[src/rtl/ex_mem_skid_register.sv]
// EX/MEM pipeline boundary: two-entry skid buffer holding the ALU result, store data,
// branch target and control bundle, with beq/bne resolved at capture time.
module ex_mem_skid_register #(
    parameter int unsigned DATA_WIDTH     = 32,
    parameter int unsigned REG_ADDR_WIDTH = 5
) (
    input  logic                      clock,
    input  logic                      reset,
    input  logic                      flush,
    input  logic                      in_valid,
    output logic                      in_ready,
    input  logic [DATA_WIDTH-1:0]     alu_out,
    input  logic                      alu_zero,
    input  logic [DATA_WIDTH-1:0]     store_data,
    input  logic [DATA_WIDTH-1:0]     branch_target,
    input  logic [REG_ADDR_WIDTH-1:0] write_reg,
    input  logic [5:0]                ctrl_in,
    output logic                      out_valid,
    input  logic                      out_ready,
    output logic [DATA_WIDTH-1:0]     out_result,
    output logic [DATA_WIDTH-1:0]     out_store_data,
    output logic [DATA_WIDTH-1:0]     out_branch_target,
    output logic [REG_ADDR_WIDTH-1:0] out_write_reg,
    output logic [3:0]                out_ctrl,
    output logic                      branch_taken
);

    typedef struct packed {
        logic [DATA_WIDTH-1:0]     result;
        logic [DATA_WIDTH-1:0]     store_data;
        logic [DATA_WIDTH-1:0]     branch_target;
        logic [REG_ADDR_WIDTH-1:0] write_reg;
        logic [3:0]                ctrl;
        logic                      taken;
    } entry_t;

    typedef enum logic [1:0] {
        S_EMPTY = 2'd0,
        S_ONE   = 2'd1,
        S_TWO   = 2'd2
    } state_t;

    state_t r_state;
    state_t w_next_state;
    entry_t r_main;
    entry_t r_skid;
    entry_t w_in_entry;
    logic   w_accept;
    logic   w_send;
    logic   w_load_main_in;
    logic   w_load_main_skid;
    logic   w_load_skid;

    // Capture bundle; branch decision is fixed here so MEM never sees the raw zero flag.
    always_comb begin
        w_in_entry.result        = alu_out;
        w_in_entry.store_data    = store_data;
        w_in_entry.branch_target = branch_target;
        w_in_entry.write_reg     = write_reg;
        w_in_entry.ctrl          = ctrl_in[5:2];
        w_in_entry.taken         = ctrl_in[1] & (alu_zero ^ ctrl_in[0]);
    end

    assign in_ready  = (r_state != S_TWO);
    assign out_valid = (r_state != S_EMPTY);
    assign w_accept  = in_valid & in_ready;
    assign w_send    = out_valid & out_ready;

    always_ff @(posedge clock or negedge reset) begin
        if (!reset) begin
            r_state <= S_EMPTY;
        end else begin
            r_state <= w_next_state;
        end
    end

    always_comb begin
        w_next_state     = r_state;
        w_load_main_in   = 1'b0;
        w_load_main_skid = 1'b0;
        w_load_skid      = 1'b0;
        if (flush) begin
            w_next_state = S_EMPTY;
        end else begin
            unique case (r_state)
                S_EMPTY: begin
                    if (w_accept) begin
                        w_load_main_in = 1'b1;
                        w_next_state   = S_ONE;
                    end
                end
                S_ONE: begin
                    if (w_accept && w_send) begin
                        w_load_main_in = 1'b1;
                    end else if (w_accept) begin
                        w_load_skid  = 1'b1;
                        w_next_state = S_TWO;
                    end else if (w_send) begin
                        w_next_state = S_EMPTY;
                    end
                end
                S_TWO: begin
                    if (w_send) begin
                        w_load_main_skid = 1'b1;
                        w_next_state     = S_ONE;
                    end
                end
                default: w_next_state = S_EMPTY;
            endcase
        end
    end

    // Entry storage; cleared on flush so squashed data never lingers on the outputs.
    always_ff @(posedge clock or negedge reset) begin
        if (!reset) begin
            r_main <= '0;
            r_skid <= '0;
        end else if (flush) begin
            r_main <= '0;
            r_skid <= '0;
        end else begin
            if (w_load_main_in) begin
                r_main <= w_in_entry;
            end else if (w_load_main_skid) begin
                r_main <= r_skid;
            end
            if (w_load_skid) begin
                r_skid <= w_in_entry;
            end
        end
    end

    assign out_result        = r_main.result;
    assign out_store_data    = r_main.store_data;
    assign out_branch_target = r_main.branch_target;
    assign out_write_reg     = r_main.write_reg;
    assign out_ctrl          = r_main.ctrl;
    assign branch_taken      = out_valid & r_main.taken;

endmodule

[config.mk]
export PLATFORM = sky130hd
export DESIGN_NAME = ex_mem_skid_register
export DESIGN_NICKNAME = d
export VERILOG_FILES = /design/src/rtl/ex_mem_skid_register.sv
export SDC_FILE = /design/constraint.sdc
export NUM_CORES = 1
export LEC_CHECK = 0
export CORE_AREA = 2 2 135 137
export DETAILED_ROUTE_END_ITERATION = 16
export DIE_AREA = 0 0 137 139
export DONT_BUFFER_PORTS = 1
export GPL_ROUTABILITY_DRIVEN = 0
export PLACE_DENSITY = 0.84
export SYNTH_ARGS = -nofsm -noshare
export SYNTH_HDL_FRONTEND = slang
export SYNTH_SLANG_ARGS = --single-unit
export TNS_END_PERCENT = 50
[constraint.sdc]
create_clock -name clock -period 3.85 [get_ports clock]
set_clock_uncertainty 0.1 [all_clocks]
set_input_delay 0.1925 -clock clock [delete_from_list [all_inputs] [get_ports clock]]
set_output_delay 0.1925 -clock clock [all_outputs]
set_load 0.03 [all_outputs]
==> flow_metrics.tcl <==
set metrics [dict create \
    die_h_um 139 \
    grt_pass1_wl_um 39300 \
    fin_tns_setup_ns 0 \
    startpoint_type "register" \
    fill_cells 1205 \
    crit_type "register to register" \
    crit_start "r_state[0]" \
    critPathTopFamily "simple AND/OR/NAND/NOR gates" \
    drt_iter0_drc 537 \
    drc 0 \
    die_w_um 137 \
    largest_reg_flops 106 \
    synth_cell_type_count 28 \
    violations "hold timing" \
    grt_max_degree 215 \
    arrival_ns 3.35 \
    regMostFlops "r_skid" \
    final_core_util_pct 65.6 \
    syn_nets 994 \
    crit_path_end_kind "register" \
    rsz0062_at_grt "no" \
    post_cts.repair.setup_buffers 0 \
    vias_per_cell 6.45 \
    synth-edff-count 0 \
    grt-ovfl-total 0 \
    cp_slowest_cell "nand2_1" \
    wire_per_inst_um 22.6 \
    cellLeakagePower_nw 5.29 \
    area_growth_syn_to_layout_pct 12.1 \
    cts_tree "yes" \
    dp_cells 931 \
    initial_core_util_pct 58.5 \
    rows 49 \
    cts_hold_buf 116 \
    cts_buffer_depth 3 \
    r2r_start "r_state[0]" \
    core_area_mm2 0.0177 \
    min_path_type "input pin to asynchronous set/reset pin" \
    syn_avg_cell_area_um2 11.7 \
    ios 221 \
    numCtsBuffers 23 \
    synthArstFlopShare_pct 100 \
    synth_seq_cells 214 \
    hold_viol 214 \
    outcome "finished with violations" \
    post_cts_resized 0 \
    synth_top_area_share_pct 51.8 \
    total_power_mw 5.63 \
    dp_hpwl_um 12700 \
    antenna_found_initial 2 \
    ys_warn_count 0 \
    cp.required_ns 4.12 \
    peakVddDrop_mv 0.423 \
    cp_cell_sequence "nor2b_2 > buf_4 > nand2_1 > nand2_1 > a311oi_1 > dlygate4sd3_1" \
    slowest_delay_ns 0.80 \
    cts-root-buf "clkbuf_16" \
    clkSinkCount 214 \
    max_freq_ghz 0.325 \
    power_density_mw_per_mm2 486 \
    yosysSeqAreaShare_pct 51.8 \
    worst_pin_slew_ns 1.19 \
    fp.dieArea_mm2 0.0190 \
    firstDrtPassIters 5 \
    globalRouteTotalUtil_pct 25.5 \
    io_buffers 0 \
    clock_latency_ns 0.49 \
    syn_area_mm2 0.0103 \
    synth.area.top_cells "dfrtp_1, a22o_1, buf_4, mux2i_1, o31ai_2" \
    setup_viol 0 \
    instances_no_fill 1089 \
    post-route-min-period_ns 3.08 \
    grt_pass1_vias 7424 \
    post-route-period-util_pct 80.0 \
    path_buf_inv 2 \
    yosys.area.top_type "dfrtp_1" \
    fin_nets 956 \
    hold_ws_ns -0.700 \
    vias 7029 \
    wirelength_um 24600 \
    path_clk_slew_ns 0.06 \
    cp_max_fo 36 \
    slew_violations 0 \
    ant_nets 0 \
    cts.htree.levels 1 \
    synthFlopType "dfrtp_1" \
    maxSlewHeadroom_pct 20.2 \
    critPathMostFrequentCell "nand2_1" \
    syn_inst 881 \
    drive_gt1_share_pct 13.9 \
    drv_cap 0 \
]
cell usage after synthesis, types with 3 or more instances:
cell type  instances
buf_6              7
buf_4            119
inv_1              3
clkbuf_1          26
o31ai_1           14
a22o_1           106
mux2i_1           75
buf_1              5
o31ai_2           60
dfrtp_1          214
buf_2             30
nor2_1            33
nand2_1           34
a21oi_1            3
nand3_1          106
a311oi_1          32
power breakdown:
group          switching (mW)  internal, mW
Clock                   0.883          1.59
Combinational           0.314         0.233
Sequential              0.252          2.36
path summary, 6_finish.rpt:
path                       cells past startpoint  slack, ns            endpoint
max in group asynchronous                      0       4.08  out_store_data[19]
max                                            6       0.77      out_result[24]
min reg2reg                                    2       0.39           r_main[0]
max reg2reg                                    6       0.77      out_result[24]
min in group clock                             3       0.09           r_skid[0]
min                                            0      -0.70           r_skid[3]
worst register-to-register path, cell delays in order (launching register included):
cell and delay (ns):
dfrtp_1 0.49, nor2b_2 0.15, buf_4 0.38, nand2_1 0.80, nand2_1 0.27, a311oi_1 0.13, dlygate4sd3_1 0.64
logic make-up after synthesis:
group           count (synthesis)  share of synthesized area, %
xor+xnor                        1                        0.0848
mux                            75                          7.27
flops                         214                          51.8
simple gates                  182                          8.25
compound gates                217                          20.3
buf+inv                       192                          12.2
per-stage QoR:
stage / area, um2 / hold WS [ns] / worst slack (ns)
3_3_place_gp: 9520 / -0.194 / 1.44
3_5_place_dp: 9520 / -0.199 / 1.37
4_1_cts: 11600 / -0.721 / 0.850
2_1_floorplan: 10300 / -0.203 / 2.23
5_1_grt: 11600 / -0.719 / 0.644
6_report: 11600 / -0.700 / 0.770
layout by cell type (no fill, tap or decap), drive strengths merged, types with 4 or more instances in the layout:
master	Yosys	final
o31ai	74	74
nor2	33	33
dfrtp	214	214
nand2	34	34
a311oi	32	32
clkinv	0	4
bufinv	0	6
nand3	106	106
dlygate4sd3	0	114
a22o	106	106
mux2i	75	75
clkbuf	28	30
buf	161	12
final cells by class:
class | count | area, um2 | share of cell area (%)
Tap cell | 229 | 287 | 2.47
Inverter | 3 | 11.3 | 0.0973
Timing Repair Buffer | 126 | 1300 | 11.2
Clock buffer | 30 | 652 | 5.63
Antenna cell | 1 | 2.50 | 0.0216
Sequential cell | 214 | 5360 | 46.3
Clock inverter | 11 | 211 | 1.83
Multi-Input combinational cell | 475 | 3760 | 32.5
layer usage:
| metal | share of wire (%) | vias to the layer above | global-route usage (%) | routed length, um |
|---|---|---|---|---|
| met3 | 8.2 | 60 | 5.30 | 2000 |
| met4 | 2.9 | 2 | 8.74 | 716 |
| met2 | 49 | 341 | 41.4 | 12000 |
| li1 | - | 3068 | - | - |
| met5 | 0.053 | - | 0 | 13 |
| met1 | 40 | 3558 | 33.9 | 9870 |
Power figures use the tool's default switching activity.
